[config.mk]
export PLATFORM = sky130hd
export DESIGN_NAME = pipeline_hazard_ctrl
export DESIGN_NICKNAME = d
export VERILOG_FILES = /design/src/rtl/pipe_ctrl_pkg.sv /design/src/rtl/pipeline_hazard_ctrl_sat_counter.sv /design/src/rtl/pipeline_hazard_ctrl.sv
export SDC_FILE = /design/constraint.sdc
export NUM_CORES = 1
export LEC_CHECK = 0
export CAP_MARGIN = 5
export CORE_UTILIZATION = 33
export CTS_CLUSTER_DIAMETER = 60
export DETAILED_ROUTE_END_ITERATION = 8
export GPL_TIMING_DRIVEN = 0
export PLACE_DENSITY = 0.59
export SLEW_MARGIN = 20
export SYNTH_ARGS = -nofsm -noshare
export SYNTH_HDL_FRONTEND = slang
export SYNTH_SLANG_ARGS = --single-unit
[constraint.sdc]
create_clock -name clk -period 2.4 [get_ports clk]
set_input_delay 0.36 -clock clk [delete_from_list [all_inputs] [get_ports clk]]
set_output_delay 0.36 -clock clk [all_outputs]
set_load 0.01 [all_outputs]
[src/rtl/pipe_ctrl_pkg.sv]
// rtl/pipe_ctrl_pkg.sv - shared constants and helpers for the pipeline hazard controller
// Purpose: FSM state encodings, register-index width, zero-register constant and the
//          operand/destination match helper used by the load-use detector.
// Ports:   none (package).
package pipe_ctrl_pkg;

    localparam int REG_IDX_W = 5;

    localparam logic [REG_IDX_W-1:0] REG_ZERO = 5'd0;

    // Controller FSM states
    localparam logic RUN     = 1'b0;
    localparam logic MD_WAIT = 1'b1;

    // True when a source operand that is actually read names the given destination.
    function automatic logic src_matches(
        input logic                 uses,
        input logic [REG_IDX_W-1:0] src,
        input logic [REG_IDX_W-1:0] dst
    );
        return uses && (src == dst);
    endfunction

endpackage

[src/rtl/pipeline_hazard_ctrl_sat_counter.sv]
// rtl/pipeline_hazard_ctrl_sat_counter.sv - saturating event counter with synchronous clear
// Purpose: counts cycles where inc=1, holds at all-ones instead of wrapping.
// Ports:   clk   - clock
//          clr   - synchronous clear (active-high), wins over inc
//          inc   - count this cycle
//          count - current value
module sat_counter #(
    parameter int WIDTH = 32
) (
    input  logic             clk,
    input  logic             clr,
    input  logic             inc,
    output logic [WIDTH-1:0] count
);

    always_ff @(posedge clk) begin
        if (clr) begin
            count <= '0;
        end else if (inc && (count != {WIDTH{1'b1}})) begin
            count <= count + 1'b1;
        end
    end

endmodule

[src/rtl/pipeline_hazard_ctrl.sv]
// rtl/pipeline_hazard_ctrl.sv - stall/flush controller for the 5-stage pipeline
// Purpose: generates hold (lock) and bubble (flush) controls for PC and the four
//          pipeline registers from load-use hazards, EX redirects, mult/div EX
//          occupancy and data-memory wait; keeps saturating stall/flush counters.
// Ports:   clk, rst                 - clock, synchronous active-high reset
//          id_rs/id_rt/id_uses_*    - source operands of the instruction in ID
//          ex_mem_read/ex_rt        - load in EX and its destination
//          ex_redirect              - taken branch/jump resolved in EX
//          ex_md_start              - first EX cycle of a mult/div op
//          mem_busy                 - data memory not ready
//          *_lock / *_flush         - per-register hold / clear controls
//          md_done                  - last stall cycle of a mult/div op
//          stall_count/flush_count  - saturating performance counters
module pipeline_hazard_ctrl
    import pipe_ctrl_pkg::*;
#(
    parameter int MD_LATENCY = 32,
    parameter int PERF_W     = 32
) (
    input  logic                 clk,
    input  logic                 rst,
    input  logic [REG_IDX_W-1:0] id_rs,
    input  logic [REG_IDX_W-1:0] id_rt,
    input  logic                 id_uses_rs,
    input  logic                 id_uses_rt,
    input  logic                 ex_mem_read,
    input  logic [REG_IDX_W-1:0] ex_rt,
    input  logic                 ex_redirect,
    input  logic                 ex_md_start,
    input  logic                 mem_busy,
    output logic                 pc_lock,
    output logic                 if_id_lock,
    output logic                 if_id_flush,
    output logic                 id_ex_lock,
    output logic                 id_ex_flush,
    output logic                 ex_mem_lock,
    output logic                 ex_mem_flush,
    output logic                 mem_wb_flush,
    output logic                 md_done,
    output logic [PERF_W-1:0]    stall_count,
    output logic [PERF_W-1:0]    flush_count
);

    // The start cycle is itself a stall cycle, so the wait phase covers the rest.
    localparam logic [7:0] MD_LOAD = 8'(MD_LATENCY - 1);

    logic       state;
    logic [7:0] md_cnt;

    logic load_use;
    logic md_occupy;

    assign load_use = ex_mem_read && (ex_rt != REG_ZERO) &&
                      (src_matches(id_uses_rs, id_rs, ex_rt) ||
                       src_matches(id_uses_rt, id_rt, ex_rt));

    assign md_occupy = (state == MD_WAIT) || ex_md_start;

    // Strict priority: memory freeze, then mult/div occupancy, then redirect,
    // then load-use. Each cause drives only its own set of controls.
    always_comb begin
        pc_lock      = 1'b0;
        if_id_lock   = 1'b0;
        if_id_flush  = 1'b0;
        id_ex_lock   = 1'b0;
        id_ex_flush  = 1'b0;
        ex_mem_lock  = 1'b0;
        ex_mem_flush = 1'b0;
        mem_wb_flush = 1'b0;
        md_done      = 1'b0;
        if (!rst) begin
            // The divider keeps counting through a memory freeze, so its done
            // strobe is independent of the stall priority below.
            md_done = (state == MD_WAIT) && (md_cnt == 8'd1);
            if (mem_busy) begin
                pc_lock      = 1'b1;
                if_id_lock   = 1'b1;
                id_ex_lock   = 1'b1;
                ex_mem_lock  = 1'b1;
                mem_wb_flush = 1'b1;
            end else if (md_occupy) begin
                pc_lock      = 1'b1;
                if_id_lock   = 1'b1;
                id_ex_lock   = 1'b1;
                ex_mem_flush = 1'b1;
            end else if (ex_redirect) begin
                if_id_flush  = 1'b1;
                id_ex_flush  = 1'b1;
            end else if (load_use) begin
                pc_lock      = 1'b1;
                if_id_lock   = 1'b1;
                id_ex_flush  = 1'b1;
            end
        end
    end

    always_ff @(posedge clk) begin
        if (rst) begin
            state  <= RUN;
            md_cnt <= 8'd0;
        end else begin
            case (state)
                RUN: begin
                    // A start seen under a memory freeze is re-presented later.
                    if (ex_md_start && !mem_busy) begin
                        state  <= MD_WAIT;
                        md_cnt <= MD_LOAD;
                    end
                end
                MD_WAIT: begin
                    md_cnt <= md_cnt - 8'd1;
                    if (md_cnt == 8'd1) begin
                        state <= RUN;
                    end
                end
                default: begin
                    state  <= RUN;
                    md_cnt <= 8'd0;
                end
            endcase
        end
    end

    sat_counter #(
        .WIDTH (PERF_W)
    ) u_stall_cnt (
        .clk   (clk),
        .clr   (rst),
        .inc   (pc_lock),
        .count (stall_count)
    );

    sat_counter #(
        .WIDTH (PERF_W)
    ) u_flush_cnt (
        .clk   (clk),
        .clr   (rst),
        .inc   (if_id_flush),
        .count (flush_count)
    );

endmodule
-- After elaboration in Yosys (flattened, before gate mapping)
Cells that the tools add are included.
- add/subtract/negate cells: 3
- equal/unequal tests: 6
- multiplexer cells: 26
- bitwise gates (word level): 1
- reduce and logical (&&, ||, !) cells: 12
- operators with widths (kind ; count):
    adder 32 x 1 -> 32 bit, second input constant ; 2
    inequality test 32 bit, second input constant ; 2
    2-to-1 mux 1 bit ; 23
    one-hot mux 8 bit (2 select lines) ; 1
    equality test 5 bit ; 2
    equality test 8 x 1 -> 1 bit, second input constant ; 1
    logical AND 1 bit ; 8
    2-to-1 mux 8 bit ; 1
    subtractor 8 x 1 -> 8 bit, second input constant ; 1
    nonzero test 5 bit ; 1
    logical OR 1 bit ; 2
    inequality test 2 bit, second input constant ; 1
    one-hot mux 1 bit (2 select lines) ; 1
    zero test 1 bit ; 1
    inverter 1 bit ; 1
- register bits: 73
- input bits: 23
- output and inout bits: 73
- logic and storage cells: 52

-- Longest topological paths before layout
Gate-level depths: netlist of the first run.
- depth after elaboration: 10
- mapped depth: 9

-- Modules after synthesis
Synthesis of the first run repeated with hierarchy kept, for this count alone.
- cells, all modules: 479
- area total of the unflattened synthesis: 4018.9 um^2
- by module, submodules not included (module ; times used ; cells each ; area an instance (um^2)):
    sat_counter ; 2 ; 199 ; 1674.1
    pipeline_hazard_ctrl ; 1 ; 81 ; 670.6

-- Worst setup path before layout of the first run
No wires, ideal clock.
- path kind: register to register
- from: reg u_stall_cnt.count[9]
- to: reg u_stall_cnt.count[15]
- arrival time: 2.404 ns
- data required time: 2.277 ns
- path slack: -0.127 ns
- stages on the path, launching flop included: 9
- path buffers: 2
- cells stage by stage: dfxtp_1 -> nand4_2 -> or4_1 -> buf_2 -> or4_4 -> nand3_4 -> buf_6 -> nor4_1 -> mux2_1
- cells in the longest elaborated chain, start to end: 2
- ends and longest elaborated chain (element ; RTL line ; text):
    from (decl) ; pipeline_hazard_ctrl_sat_counter.sv:13 ; output logic [WIDTH-1:0] count
    from (signal assigned) ; pipeline_hazard_ctrl_sat_counter.sv:20 ; count <= count + 1'b1;
    branches (longest 2 deep; another with adder 32 x 1 -> 32 bit) ; -- ;
Several ways; the timed one is not identified.
A chain may end at the register's enable or synchronous reset.

-- Worst setup path after layout of the first run
- from: reg u_stall_cnt.count[18]
- to: reg u_stall_cnt.count[19]
Same word-level chain as after synthesis.

==> results of run 1 <==
-- area by class of cell --
| cell class | instances | area (sq um) |
|---|---|---|
| Clock buffer | 11 | 233 |
| Fill cell | 1061 | 5430 |
| Timing Repair Buffer | 112 | 1090 |
| Clock inverter | 5 | 80.1 |
| Inverter | 10 | 37.5 |
| Tap cell | 140 | 175 |
| Multi-Input combinational cell | 344 | 2250 |
| Sequential cell | 73 | 1500 |
| Buffer | 22 | 144 |
-- power groups by stage --
stage,Clock [W],Sequential [W],Combinational (W)
after floorplan,0,0.00126,0.000133
after global placement,0,0.00127,0.000237
after detailed placement,0,0.00127,0.000240
after CTS,0.00147,0.00124,0.000264
after global routing,0.00151,0.00124,0.000303
final,0.00143,0.00124,0.000278
-- sequential cells by signal, summed over array words and instances, names as in the netlist --
| register | flops |
|---|---|
| u_stall_cnt.count | 32 |
| state | 1 |
| md_cnt | 8 |
| u_flush_cnt.count | 32 |
-- worst min-delay path: stages (launching register included) --
cell and delay [ns]:
dfxtp_1 0.31, nand2_1 0.05, a21oi_1 0.05
-- per-stage QoR --
step            util   TNS, ns  area (sq um)  hold WS [ns]
2_1_floorplan      -         0          3770         0.432
3_3_place_gp   0.448    -24.04          4900         0.446
3_5_place_dp   0.448    -25.77          4900         0.453
4_1_cts        0.493         0          5390         0.460
6_report       0.503         0          5500         0.456
5_1_grt        0.503  -0.00877          5500         0.487
-- cells by family (layout without fill, tap and decap cells) --
family | after synthesis | count (layout)
XOR/XNOR | 41 | 41
AO/OA/AOI/OAI | 69 | 69
multiplexers | 9 | 9
buffers and inverters | 34 | 160
adder cells (fa/ha/maj) | 4 | 4
flip-flops | 73 | 73
AND/OR/NAND/NOR | 221 | 221
-- final timing paths --
kind	startpoint	end	slack, ns	depth (start not counted)
worst max-delay path	u_stall_cnt.count[18]	u_stall_cnt.count[19]	0.07	7
worst min-delay path	md_cnt[7]	md_cnt[7]	0.46	2
worst max register to register	u_stall_cnt.count[18]	u_stall_cnt.count[19]	0.07	7
worst min register to register	md_cnt[7]	md_cnt[7]	0.46	2
-- cell usage in the layout, fill, tap and decap left out, types with 5 or more instances in the layout --
| master | instances |
|---|---|
| dfxtp_2 | 10 |
| nor2b_1 | 9 |
| xnor2_1 | 19 |
| dfxtp_1 | 57 |
| clkbuf_1 | 10 |
| dlygate4sd2_1 | 8 |
| nand2_1 | 34 |
| buf_4 | 19 |
| a21oi_1 | 24 |
| o21ai_0 | 8 |
| dfxtp_4 | 6 |
| or3_1 | 15 |
| mux2_1 | 5 |
| nand4_1 | 26 |
| nor2_1 | 53 |
| clkdlybuf4s50_1 | 84 |
| and4_1 | 5 |
| clkbuf_16 | 10 |
| nor3_1 | 11 |
| nor4_1 | 9 |
| clkbuf_2 | 5 |
| xor2_1 | 22 |
| and3_1 | 6 |
| o21ai_1 | 6 |
| nand3_1 | 26 |
| a211oi_1 | 5 |
| inv_1 | 10 |
| or4_1 | 8 |
| o31ai_1 | 6 |
-- routing by layer --
metal  global-route usage  up-vias
met1                0.234     1821
met2                0.323      107
met5                    0        -
met3               0.0464        7
met4               0.0589        0
li1                     -     1875
-- timing repair --
action | CTS | global route
pin swaps | 7 | 8
hold endpoints to repair | 0 | 0
gates cloned | 0 | 1
buffers inserted | 10 | 6
resized for setup | 39 | 23
setup endpoints to repair | 66 | 53
==> summary.md, run 1 <==
| Metric | Value |
|---|---|
| Synth top area cells | `dfxtp_1 (39%), nor2_1 (5.3%), xor2_1 (5.1%)` |
| CTS clk-pin slew, worst paths | `around 0.06 ns` |
| Synthesis Warnings | `0` |
| Initial DRC Count | `112` |
| Part of the power in combinational logic | `0.094` |
| Placement Setup Slack | `-0.691 ns` |
| Core box area | `10,900 sq um` |
| Sequential fraction of the synthesis area | `0.390` |
| Mapped Cells | `451` |
| Post-route ant nets | `0` |
| Layout Cells excl Fill | `approximately 720` |
| Slew @ Worst Pin | `0.534 ns` |
| # port buffers | `95` |
| Max IR drop VDD | `0.325 mV` |
| CTS Hold Bufs | `0` |
| Multiplexer share of the synthesized area | `0.0257` |
| Met2 Routed Length | `5380 microns` |
| Crit path launch type | `flop` |
| Critical path endpoint category | `flop` |
| Skew-Pair Late Insertion Delay | `0.33 ns` |
| PD cells | `536 nW/um^2` |
| Simple-gate share of the synthesized area | `0.313` |
| First-pass GRT wire length | `17,600 microns` |
| Die W | `approximately 110 microns` |
| PnR worst setup slack | `0.0700 ns` |
| Initial antenna violation count | `0` |
| Boundary pin count | `96` |
| Commonest register cell after synthesis | `dfxtp_1` |
| Period utilization | `0.971` |
| Netlist cell types | `45` |
| Residual DRC | `0` |
| Synth Area in XOR/XNOR | `0.0958` |
| Vias in the first global route | `3,638` |
| Internal power | `0.00227 W` |
| Met3 wire len | `527 microns` |
| Cell area after synthesis | `3750 sq um` |
| CTS buffer count | `9` |
| Met1 WL | `4920 microns` |
| Syn Nets | `478` |
| Total routed wirelength | `roughly 11,000 microns` |
| Share of layout cells above drive strength 1 | `0.147` |
| Synthesis-to-finish area growth | `46.7%` |
| Setup Crit Path Kind | `reg -> reg` |
| Worst path top cell family by delay | `simple AND/OR/NAND/NOR gates` |
| Most frequent cell after synthesis | `dfxtp_1` |
| Net switching power | `0.000681 W` |
| Die ar. | `11,800 sq um` |
| Cell mode on critical path | `or4_4` |
| Post-synth top area cell | `dfxtp_1` |
| Worst EP required | `2.61 ns` |
| Synth Register Bits | `73` |
| Leak pwr | `1.88 nW` |
| Hpwl dp | `roughly 7600 microns` |
| Dpl cells | `686` |
| Vias per inst | `5.31` |
| Final Critical Period | `around 2.3 ns` |
| Largest family of logic cells by synthesized area | `simple AND/OR/NAND/NOR gates` |
| Final setup violation count | `0` |
| Max Clock Freq | `429 MHz` |
| Hold Crit Class | `reg -> reg` |
| Status | `complete, no violations` |
| Part of the power in the clock network | `0.485` |
| Peak per-stage delay on the critical path | `approximately 0.60 ns` |
| Slew headroom | `0.643` |
| CTS Root Cell | `clkbuf_16` |
| Num rows | `38` |
| Slew Limit Fails | `0` |
| WP data arrival | `2.54 ns` |
| Placer Congestion | `0.783` |
| Final net count | `between 500 and 600` |
| Pre-antenna DRT Iters | `4` |
| Initial Util | `0.343` |
| Post-synthesis adder-cell area fraction | `0.0133` |
| Global-route usage over all layers | `0.190` |
| Post-synthesis compound-gate area fraction | `0.117` |
| Buf/Inv on CP | `1` |
| Top Layer Used | `met4` |
| H-Tree Depth | `3` |
| Commonest cells in the synthesized netlist | `dfxtp_1 (73), nor2_1 (53), nand2_1 (34), nand3_1 (26), nand4_1 (26)` |
| Largest net degree at the start of global routing | `13` |
| DR vias | `3,810` |
| Syn avg cell area | `8.31 sq um` |
| CP max-delay cell | `or4_4` |
| Max_cap viols | `0` |
| Critical Path, Cell by Cell | `nand3_1 -> or4_4 -> or4_4 -> nand3_4 -> buf_6 -> nor4_1 -> mux2_1` |
| Clock Skew | `0.00586 ns` |
| Tot Pwr | `0.00295 W` |
| CTS Sinks | `73` |
| Clock buffer depth | `2` |
| Share of the synthesized area in the top cell type | `0.390` |
| Final Hold Fails | `0` |
| Sw Share | `0.231` |
| EDFF count, synth | `0` |
| GRT overflow | `0` |
| Flop pwr share | `0.421` |
| Inserted Diodes | `0` |
| CTS tree | `built` |
| Worst-path fanout max | `7` |
| Share of synthesized flip-flops with an asynchronous set or reset | `0` |
| Wirelength per Cell | `15.2 microns` |
| Die Y | `109 microns` |
Power figures use the tool's default switching activity.
==> run 2, diff against run 1 <==
--- a/config.mk
+++ b/config.mk
@@ -11,7 +11,6 @@
 export DETAILED_ROUTE_END_ITERATION = 8
 export GPL_TIMING_DRIVEN = 0
 export PLACE_DENSITY = 0.59
-export SLEW_MARGIN = 20
 export SYNTH_ARGS = -nofsm -noshare
 export SYNTH_HDL_FRONTEND = slang
 export SYNTH_SLANG_ARGS = --single-unit
==> results of run 2 <==
The final DEF is identical to that of run 1; final timing and power are the same.
==> run 3, diff against run 2 <==
--- a/config.mk
+++ b/config.mk
@@ -6,6 +6,7 @@
 export NUM_CORES = 1
 export LEC_CHECK = 0
 export CAP_MARGIN = 5
+export CORE_ASPECT_RATIO = 1.4
 export CORE_UTILIZATION = 33
 export CTS_CLUSTER_DIAMETER = 60
 export DETAILED_ROUTE_END_ITERATION = 8
==> summary.md, run 3 (synthesized netlist as in run 1, its figures left out) <==
| Metric | Value |
|---|---|
| Status | `complete, no violations` |
| Layout Cells excl Fill | `718 (+0.14%)` |
| H-Tree Depth | `3 (unchanged)` |
| Slew Limit Fails | `0 (unchanged)` |
| Hold Path Origin | `md_cnt[7]` |
| Final Hold Fails | `0 (unchanged)` |
| CTS tree | `built` |
| Hold endpoint | `md_cnt[7]` |
| Synthesis-to-finish area growth | `47.3%` |
| Leak pwr | `1.91 nW (+1.3%)` |
| R2r worst-path depth | `8 (+1)` |
| Initial antenna violation count | `0 (unchanged)` |
| GRT overflow | `0 (unchanged)` |
| CTS Hold Bufs | `0 (unchanged)` |
| Clock buffer depth | `2 (unchanged)` |
| Global-route usage over all layers | `0.190 (+0.000271)` |
| Vias per inst | `5.33 (+0.25%)` |
| Initial DRC Count | `106 (-5.4%)` |
| Final setup violation count | `0 (unchanged)` |
| First-pass GRT wire length | `17,600 microns (-0.12%)` |
| Initial Util | `0.342 (-0.00137)` |
| Dpl cells | `687 (+0.15%)` |
| R2R Path Start | `u_stall_cnt.count[19]` |
| Setup Crit Path Kind | `in -> out` |
| DR vias | `3,825 (+0.39%)` |
| Slew headroom | `0.576 (-0.0665)` |
| Max IR drop VDD | `0.305 mV (-6.1%)` |
| Max_cap viols | `0 (unchanged)` |
| Num rows | `45 (+18%)` |
| CTS Sinks | `73 (unchanged)` |
| Vias in the first global route | `3,684 (+1.3%)` |
| Final Critical Period | `2.35 ns (+0.0191 ns)` |
| Placer Congestion | `0.808 (+3.1%)` |
| Die W | `92.1 microns (-15%)` |
| Boundary pin count | `96 (unchanged)` |
| CTS clk-pin slew, worst paths | `0.06 ns (about the same)` |
| Clock Skew | `0.00980 ns (+0.00394 ns)` |
| Final net count | `599 (unchanged)` |
| Hpwl dp | `7800 microns (+2.6%)` |
| PD cells | `543 nW/um^2 (+1.4%)` |
| Post-route ant nets | `0 (unchanged)` |
| Share of layout cells above drive strength 1 | `0.147 (unchanged)` |
| PnR worst setup slack | `0.0509 ns (-0.0191 ns)` |
| CTS Root Cell | `clkbuf_16` |
| Period utilization | `0.979 (+0.00795)` |
| Worst r2r dst | `u_stall_cnt.count[25]` |
| Max Clock Freq | `426 MHz (-0.81%)` |
| CTS buffer count | `9 (unchanged)` |
| Slew @ Worst Pin | `0.634 ns (+0.100 ns)` |
| Tot Pwr | `0.00300 W (+1.8%)` |
| Biggest regs | `u_flush_cnt.count: 32 flops, u_stall_cnt.count: 32 flops, md_cnt: 8 flops` |
| Core box area | `11,000 sq um (+0.40%)` |
| Die ar. | `11,800 sq um (about the same)` |
| Wirelength per Cell | `15.3 microns (+0.43%)` |
| Largest net degree at the start of global routing | `15 (+2)` |
| Critical path endpoint category | `output pin` |
| Hold depth | `2 (unchanged)` |
| Hold WS | `0.479 ns (+0.0225 ns)` |
| Residual DRC | `0 (unchanged)` |
| Fillers | `1,068 (+0.66%)` |
| # port buffers | `95 (unchanged)` |
| Crit path launch type | `primary input` |
| Reg2reg setup slack | `0.10 ns (+0.03 ns)` |
| Die Y | `128 microns (+18%)` |
| Total routed wirelength | `11,000 microns (+0.57%)` |
| Placement Setup Slack | `-0.760 ns (-0.0692 ns)` |
| Hold Crit Class | `reg -> reg` |
| Multi-input logic area | `2260 sq um (+0.50%)` |
| Inserted Diodes | `0 (unchanged)` |
| Register Area | `1500 sq um (about the same)` |
| Skew-Pair Late Insertion Delay | `0.34 ns (about the same)` |
| Most common cell after layout, fill and taps aside | `clkdlybuf4s50_1` |
| WP data arrival | `1.99 ns (-0.55 ns)` |
| Pre-antenna DRT Iters | `4 (unchanged)` |
| Worst-path fanout max | `3 (-4)` |
| Most frequent cells in the layout | `clkdlybuf4s50_1 (84), dfxtp_1 (56), nor2_1 (53)` |
| Worst EP required | `2.04 ns (-0.57 ns)` |
[run 3: metal layers]
layer | vias up | part of all wire | global-route usage
li1 | 1878 | - | -
met1 | 1812 | 0.43 | 0.210
met2 | 115 | 0.49 | 0.335
met3 | 20 | 0.052 | 0.0504
met4 | 0 | 0.024 | 0.0901
met5 | - | 0 | 0
[run 3: what timing repair did]
| action | 4_1_cts | 5_1_grt |
|---|---|---|
| gates cloned | 1 | 0 |
| pin swaps | 8 | 8 |
| endpoints found under the setup margin | 64 | 44 |
| gates resized for setup | 40 | 19 |
| setup buffers | 13 | 3 |
[run 3: layout make-up]
cell class,count,area share
Buffer,22,0.0254
Clock buffer,9,0.0408
Clock inverter,7,0.0179
Inverter,10,0.00679
Multi-Input combinational cell,344,0.409
Sequential cell,73,0.271
Tap cell,141,0.0319
Timing Repair Buffer,112,0.197
[run 3: report_power, final]
part           total [W]  internal (W)  leakage, nW  switching [W]
Combinational   0.000277      0.000138         1.15       0.000139
Clock            0.00148      0.000922        0.159       0.000560
Sequential       0.00124       0.00122        0.600      0.0000206
[run 3: worst max-delay path by stage]
stage,startpoint,end,slack (ns),cells past startpoint
6_report,ex_rt[2],pc_lock,0.05,7
5_1_grt,u_stall_cnt.count[5],u_stall_cnt.count[30],-0.003,8
4_1_cts,ex_rt[1],pc_lock,-0.02,7
3_5_place_dp,mem_busy,u_flush_cnt.count[17],-0.76,8
3_3_place_gp,mem_busy,u_flush_cnt.count[15],-0.66,8
2_1_floorplan,u_stall_cnt.count[14],u_stall_cnt.count[19],0.002,8
[run 3: through the flow]
step	cell area (sq um)	TNS, ns	utilization
after global placement	4900	-24.24	0.446
final	5530	0	0.503
after CTS	5460	-0.0250	0.497
after floorplan	3770	0	-
after global routing	5530	-0.00314	0.503
after detailed placement	4900	-25.95	0.446
[run 3: worst max-delay path, cell delays in order]
cell,delay [ns]
dlygate4sd2_1,0.28
or4_4,0.54
o21ai_4,0.18
o31ai_4,0.08
and2_4,0.16
buf_4,0.12
dlygate4sd2_1,0.27
